**config.mk**
```make
export PLATFORM = sky130hd
export DESIGN_NAME = bridge_combine_flex_flat
export DESIGN_NICKNAME = d
export VERILOG_FILES = /design/src/rtl/bridge_combine_flex_if.sv /design/src/rtl/bridge_combine_flex.sv /design/src/flat_wrapper.sv
export SDC_FILE = /design/constraint.sdc
export NUM_CORES = 2
export LEC_CHECK = 0
export ABC_AREA = 1
export CAP_MARGIN = 20
export CORE_ASPECT_RATIO = 1.1
export CORE_MARGIN = 3
export CORE_UTILIZATION = 52
export CTS_CLUSTER_DIAMETER = 60
export DETAILED_ROUTE_END_ITERATION = 10
export GPL_ROUTABILITY_DRIVEN = 0
export PLACE_DENSITY = 0.77
export SETUP_SLACK_MARGIN = 0.15
export SLEW_MARGIN = 20
export SYNTH_ARGS = -nofsm -noshare
export SYNTH_HDL_FRONTEND = slang
export SYNTH_SLANG_ARGS = --single-unit
export TNS_END_PERCENT = 20
```
**constraint.sdc**
```tcl
create_clock -name clk -period 42.5 [get_ports clk]
set_clock_uncertainty 0.1 [all_clocks]
set_input_delay 10.625 -clock clk [delete_from_list [all_inputs] [get_ports clk]]
set_output_delay 10.625 -clock clk [all_outputs]
set_load 0.02 [all_outputs]
```
**src/rtl/bridge_combine_flex_if.sv**
```systemverilog
// bridge_combine_flex_if
// Bus bundle for the bridge_combine_flex width up-converter.
// Carries both the narrow input stream and the wide output stream.
//   slave  : the packer's view (consumes vld_i/din/last_i/rdy_i, drives the rest)
//   master : the surrounding logic's view (drives beats and output ready)
// Signals:
//   vld_i, din, last_i, rdy_o        narrow input beat handshake
//   vld_o, dout, last_o, lanes_o     wide output word, rdy_i is its ready
//   word_cnt_o                       delivered-word counter (0 when stats are off)
interface bridge_combine_flex_if #(
  parameter int DATA_W = 8,
  parameter int DIN_W  = 1,
  parameter int DOUT_W = 64,
  parameter int CNT_W  = $clog2(DOUT_W / DIN_W + 1)
);
  logic                           vld_i;
  logic [DIN_W-1:0][DATA_W-1:0]   din;
  logic                           last_i;
  logic                           rdy_o;
  logic                           vld_o;
  logic [DOUT_W-1:0][DATA_W-1:0]  dout;
  logic                           last_o;
  logic [CNT_W-1:0]               lanes_o;
  logic [15:0]                    word_cnt_o;
  logic                           rdy_i;

  modport slave (
    input  vld_i, din, last_i, rdy_i,
    output rdy_o, vld_o, dout, last_o, lanes_o, word_cnt_o
  );

  modport master (
    output vld_i, din, last_i, rdy_i,
    input  rdy_o, vld_o, dout, last_o, lanes_o, word_cnt_o
  );
endinterface

```
**src/rtl/bridge_combine_flex.sv**
```systemverilog
// bridge_combine_flex
// Packs narrow beats (DIN_W lanes) into wide words (DOUT_W lanes).
// A word closes after RATIO beats or on last_i, unwritten slots read as zero,
// and lanes_o reports how many beats it holds. An accumulator plus an output
// register give two words of buffering so the input can keep one beat per
// cycle while the consumer stalls.
// Ports:
//   clk    rising-edge clock
//   a_rst  asynchronous active-high reset
//   bus    bridge_combine_flex_if.slave (input beats, output words, counter)
// Optional feature: define BRIDGE_COMBINE_FLEX_STATS_EN to build the 16-bit
// delivered-word counter on word_cnt_o; otherwise word_cnt_o is tied to 0.
module bridge_combine_flex #(
  parameter int DATA_W = 8,
  parameter int DIN_W  = 1,
  parameter int DOUT_W = 64,
  parameter bit BIG_EN = 1'b1,
  parameter int CNT_W  = $clog2(DOUT_W / DIN_W + 1)
) (
  input  logic                  clk,
  input  logic                  a_rst,
  bridge_combine_flex_if.slave  bus
);
  localparam int RATIO = DOUT_W / DIN_W;
  localparam int IDX_W = $clog2(RATIO);

  logic [DOUT_W-1:0][DATA_W-1:0] acc_reg;
  logic [IDX_W-1:0]              idx_reg;
  logic                          acc_full_reg;
  logic                          acc_last_reg;
  logic [CNT_W-1:0]              acc_lanes_reg;

  logic [DOUT_W-1:0][DATA_W-1:0] dout_reg;
  logic                          vld_reg;
  logic                          last_reg;
  logic [CNT_W-1:0]              lanes_reg;

  logic [DOUT_W-1:0][DATA_W-1:0] base_word;
  logic [DOUT_W-1:0][DATA_W-1:0] merged_word;
  logic                          rdy;
  logic                          in_fire;
  logic                          out_free;
  logic                          word_done;
  logic [CNT_W-1:0]              beat_lanes;

  assign rdy        = !acc_full_reg && !a_rst;
  assign in_fire    = bus.vld_i && rdy;
  assign out_free   = !vld_reg || bus.rdy_i;
  assign word_done  = in_fire && ((idx_reg == IDX_W'(RATIO - 1)) || bus.last_i);
  assign beat_lanes = CNT_W'(idx_reg) + CNT_W'(1);

  // A new word starts from all-zero so early-terminated words come out padded;
  // stale accumulator contents from the previous word are never reused.
  assign base_word = (idx_reg == '0) ? '0 : acc_reg;

  // Each slot either takes the incoming beat or keeps what is already there.
  for (genvar gi = 0; gi < RATIO; gi++) begin : g_slot
    localparam int LO = BIG_EN ? (DOUT_W - (gi + 1) * DIN_W) : (gi * DIN_W);
    assign merged_word[LO +: DIN_W] =
      (idx_reg == IDX_W'(gi)) ? bus.din : base_word[LO +: DIN_W];
  end

  always_ff @(posedge clk or posedge a_rst) begin
    if (a_rst) begin
      acc_reg       <= '0;
      idx_reg       <= '0;
      acc_full_reg  <= 1'b0;
      acc_last_reg  <= 1'b0;
      acc_lanes_reg <= '0;
      dout_reg      <= '0;
      vld_reg       <= 1'b0;
      last_reg      <= 1'b0;
      lanes_reg     <= '0;
    end else begin
      // Output handshake; a load below overrides this clear.
      if (vld_reg && bus.rdy_i) vld_reg <= 1'b0;

      if (acc_full_reg) begin
        // A parked word drains as soon as the output frees up. No beat can be
        // accepted meanwhile because rdy is low.
        if (out_free) begin
          dout_reg     <= acc_reg;
          last_reg     <= acc_last_reg;
          lanes_reg    <= acc_lanes_reg;
          vld_reg      <= 1'b1;
          acc_full_reg <= 1'b0;
          idx_reg      <= '0;
        end
      end else if (in_fire) begin
        if (word_done) begin
          if (out_free) begin
            dout_reg  <= merged_word;
            last_reg  <= bus.last_i;
            lanes_reg <= beat_lanes;
            vld_reg   <= 1'b1;
            idx_reg   <= '0;
          end else begin
            acc_reg       <= merged_word;
            acc_last_reg  <= bus.last_i;
            acc_lanes_reg <= beat_lanes;
            acc_full_reg  <= 1'b1;
          end
        end else begin
          acc_reg <= merged_word;
          idx_reg <= idx_reg + IDX_W'(1);
        end
      end
    end
  end

  assign bus.rdy_o   = rdy;
  assign bus.vld_o   = vld_reg;
  assign bus.dout    = dout_reg;
  assign bus.last_o  = last_reg;
  assign bus.lanes_o = lanes_reg;

`ifdef BRIDGE_COMBINE_FLEX_STATS_EN
  logic [15:0] word_cnt_reg;

  // Wraps naturally from 0xFFFF to 0x0000.
  always_ff @(posedge clk or posedge a_rst) begin
    if (a_rst) begin
      word_cnt_reg <= '0;
    end else if (vld_reg && bus.rdy_i) begin
      word_cnt_reg <= word_cnt_reg + 16'd1;
    end
  end

  assign bus.word_cnt_o = word_cnt_reg;
`else
  assign bus.word_cnt_o = '0;
`endif

endmodule
```
**src/flat_wrapper.sv**
```systemverilog
// flat-port wrapper written by rule: the top's interface ports become plain ports
module bridge_combine_flex_flat 
#(
  parameter int DATA_W = 8,
  parameter int DIN_W  = 1,
  parameter int DOUT_W = 64,
  parameter bit BIG_EN = 1'b1,
  parameter int CNT_W  = $clog2(DOUT_W / DIN_W + 1)
)
  (clk, a_rst, bus_vld_i, bus_din, bus_last_i, bus_rdy_i, bus_rdy_o, bus_vld_o, bus_dout, bus_last_o, bus_lanes_o, bus_word_cnt_o);
  bridge_combine_flex_if #(.DATA_W(DATA_W), .DIN_W(DIN_W), .DOUT_W(DOUT_W), .CNT_W(CNT_W)) bus_i ();
  input  logic clk;
  input  logic a_rst;
  input wire logic [$bits(bus_i.vld_i)-1:0] bus_vld_i;
  input wire logic [$bits(bus_i.din)-1:0] bus_din;
  input wire logic [$bits(bus_i.last_i)-1:0] bus_last_i;
  input wire logic [$bits(bus_i.rdy_i)-1:0] bus_rdy_i;
  output wire logic [$bits(bus_i.rdy_o)-1:0] bus_rdy_o;
  output wire logic [$bits(bus_i.vld_o)-1:0] bus_vld_o;
  output wire logic [$bits(bus_i.dout)-1:0] bus_dout;
  output wire logic [$bits(bus_i.last_o)-1:0] bus_last_o;
  output wire logic [$bits(bus_i.lanes_o)-1:0] bus_lanes_o;
  output wire logic [$bits(bus_i.word_cnt_o)-1:0] bus_word_cnt_o;
  assign bus_i.vld_i = bus_vld_i;
  assign bus_i.din = bus_din;
  assign bus_i.last_i = bus_last_i;
  assign bus_i.rdy_i = bus_rdy_i;
  assign bus_rdy_o = bus_i.rdy_o;
  assign bus_vld_o = bus_i.vld_o;
  assign bus_dout = bus_i.dout;
  assign bus_last_o = bus_i.last_o;
  assign bus_lanes_o = bus_i.lanes_o;
  assign bus_word_cnt_o = bus_i.word_cnt_o;
  bridge_combine_flex #(.DATA_W(DATA_W), .DIN_W(DIN_W), .DOUT_W(DOUT_W), .BIG_EN(BIG_EN), .CNT_W(CNT_W)) u_core (.clk(clk), .a_rst(a_rst), .bus(bus_i));
endmodule
```
==> reports/results.ini <==
[drt]
drc = 0
drt_iter0_drc = 5525
wl_per_cell_um = 18.3
ant_nets = 0
firstDrtPassIters = 8
wl_mm = 172
vias = 51300
vias_per_cell = 5.46

[synthesis]
yosysUniqueCellTypes = 28
ys_warn_count = 0
synth_mux_area_frac = 0
syn_inst = 7703
ys_top_cells_by_count = nand2_1, dfrtp_1, nand3_1
yosysMostFrequentCell = nand2_1
synthSimpleGateAreaFrac = 0.391
synth_top_area_cell = dfrtp_1
synth_compound_area_frac = 0.0502
synth_area_leaders = dfrtp_1, nand2_1, nand3_1, o21ai_0, inv_1
syn_avg_cell_area_sq_um = 7.04
synth-xor-area-share = 0.000323
synth_edf_count = 0
synth_area_sq_um = 54200
synth_top_family_by_area = simple AND/OR/NAND/NOR gates
async_flop_share = 1.00
synth_seq_area_share = 0.484
synth_ff_type = dfrtp_1
ys_seq_elements = 1048
synth-adder-area-share = 0.000923
yosysTopAreaCellShare = 0.484

[global_routing]
grtUsageMet3 = 0.0637
grt_max_degree = 293
antenna_found_initial = 1
top_usage_layer = met2
overflow = 0
grt_pass1_wl_mm = 271
use_met2 = 0.505
grt_pass1_vias = 49400
grt_util_all_layers = 0.313
met1_usage = 0.406

[cts]
clk_path_buf_depth = 3
clk_latency_ns = 0.69
htreeDepth = 3
cts_root_buf = clkbuf_16
ctsHoldBuffers = 0
cts_buffers = 112
post_cts_buffers = 0
path_clk_slew_ns = 0.06
cts.sinks = 1048
tritoncts = done
ctsResizeCount = 0

[power]
leakage_nw = 32.7
pwr_density_cell_nw_per_um2 = 36.9
peakVddDrop_mv = 0.0348

[cells_and_area]
fin_nets = 7949
fin_area_sq_um = 63600
drive_gt1_frac = 0.0611
area_delta_synth_final_pct = 17.2
final_util = 0.618

[die]
coreArea_sq_um = 103000
ioPinCount = 551
dieHeight_um = 345
row_count = 123
die_area_sq_um = 108000
die_w_um = 314
start_util = 0.528

[worst_setup_path]
r2r_cells = 7
start_kind = input port
cp_max_fo = 3
required_ns = 31.78
r2r_start = u_core.acc_full_reg
crit_path_end_kind = output pin
endpoint = bus_rdy_o
regToRegEndpoint = u_core.bus.dout[175]
r2r_setup_slack_ns = 37.42
crit_arrival_ns = 12.00
crit_start = a_rst
worstSetupPathType = input port to output pin

[timing]
setup_viol = 0
worstMarginPinSlew_ns = 1.15
grt_setup_unrepaired = false
fmax_ghz = 0.0440
slew_viol_final = 0
relSlewSlack = 0.232
hold_viol = 0
fin_crit_ns = 22.73
fin_crit_sh = 0.535
finalSetupTns_ns = 0

[place]
placed_area_sq_um = 59600
hpwlAfterDp_mm = 102
port_buffers = 534

[worst_hold_path]
hp-class = register to register

[job]
max_cap_violations = 0

[status]
status = complete, no violations

[worst max-delay path, stage by stage]
cell	delay, ns
clkdlybuf4s50_1	0.54
nor2_1	0.19
clkdlybuf4s50_1	0.64
[per-layer routing]
metal	wire length, um	part of all wire
met1	69000	0.40
met2	79600	0.46
met3	15800	0.092
met4	7840	0.046
met5	9	0.000052
[final cells by class]
class / instances / area (sq um)
diodes: 3 / 7.51
clock buffers: 156 / 3230
clock inverters: 49 / 651
fillers: 9100 / 39200
inverters: 468 / 1770
multi-input cells: 5710 / 24100
flip-flops and latches: 1048 / 26200
well taps: 1375 / 1720
repair buffers: 592 / 5870
[metrics by stage]
step                      hold slack, ns  worst slack [ns]  instances  power [mW]
after global placement             0.362             19.76       9192        1.32
after floorplan                    0.349              2.28       7718        1.23
after CTS                          0.381             19.75       9397        2.36
after global routing               0.394             19.71       9398        2.42
final                              0.375             19.77       9401        2.35
after detailed placement           0.364             19.75       9192        1.32
[cell families after synthesis]
| group | after synthesis |
|---|---|
| other cells | 1 |
| flops | 1048 |
| buf+inv | 960 |
| simple gates | 5147 |
| fa+ha+maj | 4 |
| xor+xnor | 2 |
| compound gates | 541 |
[worst min-delay path by stage]
stage	from	endpoint	slack, ns	depth (start not counted)
after floorplan	u_core.acc_lanes_reg[5]	u_core.acc_lanes_reg[5]	0.35	2
after global placement	u_core.bus.dout[226]	u_core.bus.dout[226]	0.36	2
after detailed placement	u_core.bus.dout[496]	u_core.bus.dout[496]	0.36	2
after CTS	u_core.bus.dout[147]	u_core.bus.dout[147]	0.38	2
after global routing	u_core.bus.dout[228]	u_core.bus.dout[228]	0.39	2
final	u_core.bus.dout[54]	u_core.bus.dout[54]	0.37	2
[cell usage in the layout (no fill, tap or decap), types with 14 or more instances in the layout]
cell             netlist  final
clkbuf_8               0     24
conb_1                 1     16
nand3_2               41     39
clkdlybuf4s50_1        0    526
nand3_1              739    739
buf_4                 62     55
o21ai_1              102    102
nand2_1             4089   4088
and2_1               105    105
inv_2                 42     42
clkbuf_1             271     19
inv_1                426    424
or2_2                137    137
clkinv_2               0     20
o21ai_0              437    437
dfrtp_1             1048   1047
bufinv_16              0     14
clkbuf_16              0    113
[power breakdown]
part | leakage [nW] | switching [mW] | total, mW | internal, mW
Sequential | 14.6 | 0.0186 | 1.04 | 1.02
Combinational | 16.2 | 0.210 | 0.268 | 0.0580
Clock | 1.91 | 0.423 | 1.04 | 0.615
No activity file was read; power rests on OpenSTA's default activity.
==> edit: new RTL, config.mk and constraints unchanged <==
Build with the macro `BRIDGE_COMBINE_FLEX_STATS_EN` defined.
--- a/src/rtl/bridge_combine_flex.sv
+++ b/src/rtl/bridge_combine_flex.sv
@@ -10,6 +10,8 @@
 //   bus    bridge_combine_flex_if.slave (input beats, output words, counter)
 // Optional feature: define BRIDGE_COMBINE_FLEX_STATS_EN to build the 16-bit
 // delivered-word counter on word_cnt_o; otherwise word_cnt_o is tied to 0.
+`define BRIDGE_COMBINE_FLEX_STATS_EN
+
 module bridge_combine_flex #(
   parameter int DATA_W = 8,
   parameter int DIN_W  = 1,
Check against the original RTL: not settled (the Yosys comparison gave no result); the edit may change what the design does.
==> edit against the original RTL <==
  * Worst setup slack improved by 0.022 ns
  * Routed wire length down 0.35%
  * Cell area increased by 1.3%
  * Sequential cell count is 16 higher
  * Area after synthesis rose by 1.1%
  * Total power increased by 0.88%
  * Synthesized cell count increased by 0.79%
  * Cell count grew 0.89%
  * Worst hold slack gained 0.0011 ns
  * Largest power group unchanged
  * Highest routed layer is now met4
==> edit: results (changes against the original RTL) <==
io_buffers: 550  # was 534
synthFlopType: "dfrtp_1"  # unchanged
p_leak_nw: 33.1  # was 32.7 nW
cp.arrival_ns: 11.98  # was 12.00 ns
netlist-cell-type-count: 31  # was 28
rrSetupSlack_ns: 37.60  # was 37.42 ns
grt_use_met3_pct: 6.21  # was 6.37%
worst_pin_slew_ns: 1.28  # was 1.15 ns
ys_seq_area_share_pct: 48.6  # was 48.4%
drt_iter0_drc: 6243  # was 5,525
final_nets: 8020  # was 7,949
use_met1_pct: 41.5  # was 40.6%
layout-drive-gt1-share_pct: 5.98  # was 6.11%
hp-start: "u_core.bus.dout[116]$_DFFE_PP0P_"  # was u_core.bus.dout[54]$_DFFE_PP0P_
dr.pass1.iters: 8  # unchanged
routed_wl_um: 172000  # about the same
layout_setup_ws_ns: 19.79  # was 19.77 ns
grt_usage_pct: 30.9  # was 31.3%
yosys-top-cells-count: "4,103 x nand2_1, 1,064 x dfrtp_1, 746 x nand3_1"  # was 4,089 x nand2_1, 1,048 x dfrtp_1, 739 x nand3_1
place_area_mm2: 0.0605  # was 0.0596 mm^2
reg2regPathDepth: 8  # was 7
async_flop_share_pct: 100  # unchanged
cts_resized: 0  # unchanged
synth_fp_nets: 7782
hpwlAfterDp_um: 101000  # was 102,000 um
max-vdd-ir-drop_mv: 0.0350  # was 0.0348 mV
power_switching_uw: 669  # was 651 uW
outcome: "complete, no violations"  # unchanged
grt_pass1_vias: 49200  # was 49,400
antenna_left: 0  # unchanged
post-cts-setup-buffer-count: 0  # unchanged
grt_antenna_before_repair: 0  # was 1
routed_via_density: 5.49  # was 5.46
hold_depth: 2  # unchanged
synth_area_leaders: "dfrtp_1 49%, nand2_1 28%, nand3_1 6.8%, o21ai_0 4.1%, inv_1 3.0%"  # was dfrtp_1 48%, nand2_1 28%, nand3_1 6.8%, o21ai_0 4.0%, inv_1 2.9%
grt_start_max_net_pins: 290  # was 293
antenna_cells: 0  # was 3
grtUsageMet2_pct: 48.1  # was 50.5%
worstHoldEndpoint: "u_core.bus.dout[116]$_DFFE_PP0P_"  # was u_core.bus.dout[54]$_DFFE_PP0P_
cts_buffers: 114  # was 112
grt_pass1_wl_um: 272000  # was 271,000 um
insertion_delay_ns: 0.70
reg2reg_to: "u_core.acc_reg[101]$_DFFE_PP0P_"  # was u_core.bus.dout[175]$_DFFE_PP0P_
edit: changes by cell type after synthesis, moves of 8 or more:
cell     before   now
buf_4        62    41
inv_1       426   442
nand2_1    4089  4103
dfrtp_1    1048  1064
and2_0        7    27
and2_1      105    85
o21ai_1     102    94
o21ai_0     437   447
edit: routing by layer:
layer  wire length, um  up-vias
met2             78700     2367
li1                  -    24500
met4              8270        0
met5                 0        -
met1             69300    24700
met3             15400      449
edit: how the worst max path moves through the flow:
stage / startpoint / end / cells past startpoint
after floorplan: a_rst / u_core.acc_full_reg$_DFF_PP0_ / 1
after global placement: a_rst / bus_rdy_o / 3
after CTS: a_rst / bus_rdy_o / 3
final: a_rst / bus_rdy_o / 3
after detailed placement: a_rst / bus_rdy_o / 3
after global routing: a_rst / bus_rdy_o / 3
edit: worst max-delay path: cells and delay by family:
family	cells	cell delay [ns]
buffers and inverters	2	1.18
AND/OR/NAND/NOR	1	0.18
edit: metrics by stage:
stage / hold WS (ns) / std cells / power [mW]
3_3_place_gp: 0.361 / 9271 / 1.35
6_report: 0.376 / 9485 / 2.37
5_1_grt: 0.392 / 9485 / 2.45
2_1_floorplan: 0.349 / 7764 / 1.25
3_5_place_dp: 0.364 / 9271 / 1.35
4_1_cts: 0.380 / 9484 / 2.38
edit: cells by family (layout without fill, tap and decap cells):
family | count (synthesis) | count (layout) | share of synthesized area [%]
muxes | 1 | 1 | 0.0205
adders and majority gates | 5 | 5 | 0.114
DFF | 1064 | 1064 | 48.6
and+or+nand+nor | 5181 | 5181 | 38.9
AOI/OAI and AO/OA | 543 | 543 | 5.00
buffers and inverters | 956 | 1291 | 7.15
xor gates and xnor gates | 14 | 14 | 0.224
edit: area by class of cell:
class,count,area (um^2)
Clock buffer,174,3470
Clock inverter,39,403
Fill cell,9128,39900
Inverter,480,1820
Multi-Input combinational cell,5744,24300
Sequential cell,1064,26600
Tap cell,1386,1730
Timing Repair Buffer,598,6020
edit: power by group through the flow:
stage          combinational, mW  clock (mW)  sequential (mW)
2_1_floorplan              0.153           0             1.10
3_3_place_gp               0.274           0             1.08
3_5_place_dp               0.275           0             1.08
4_1_cts                    0.276        1.04             1.06
5_1_grt                    0.299        1.08             1.06
6_report                   0.278        1.03             1.06
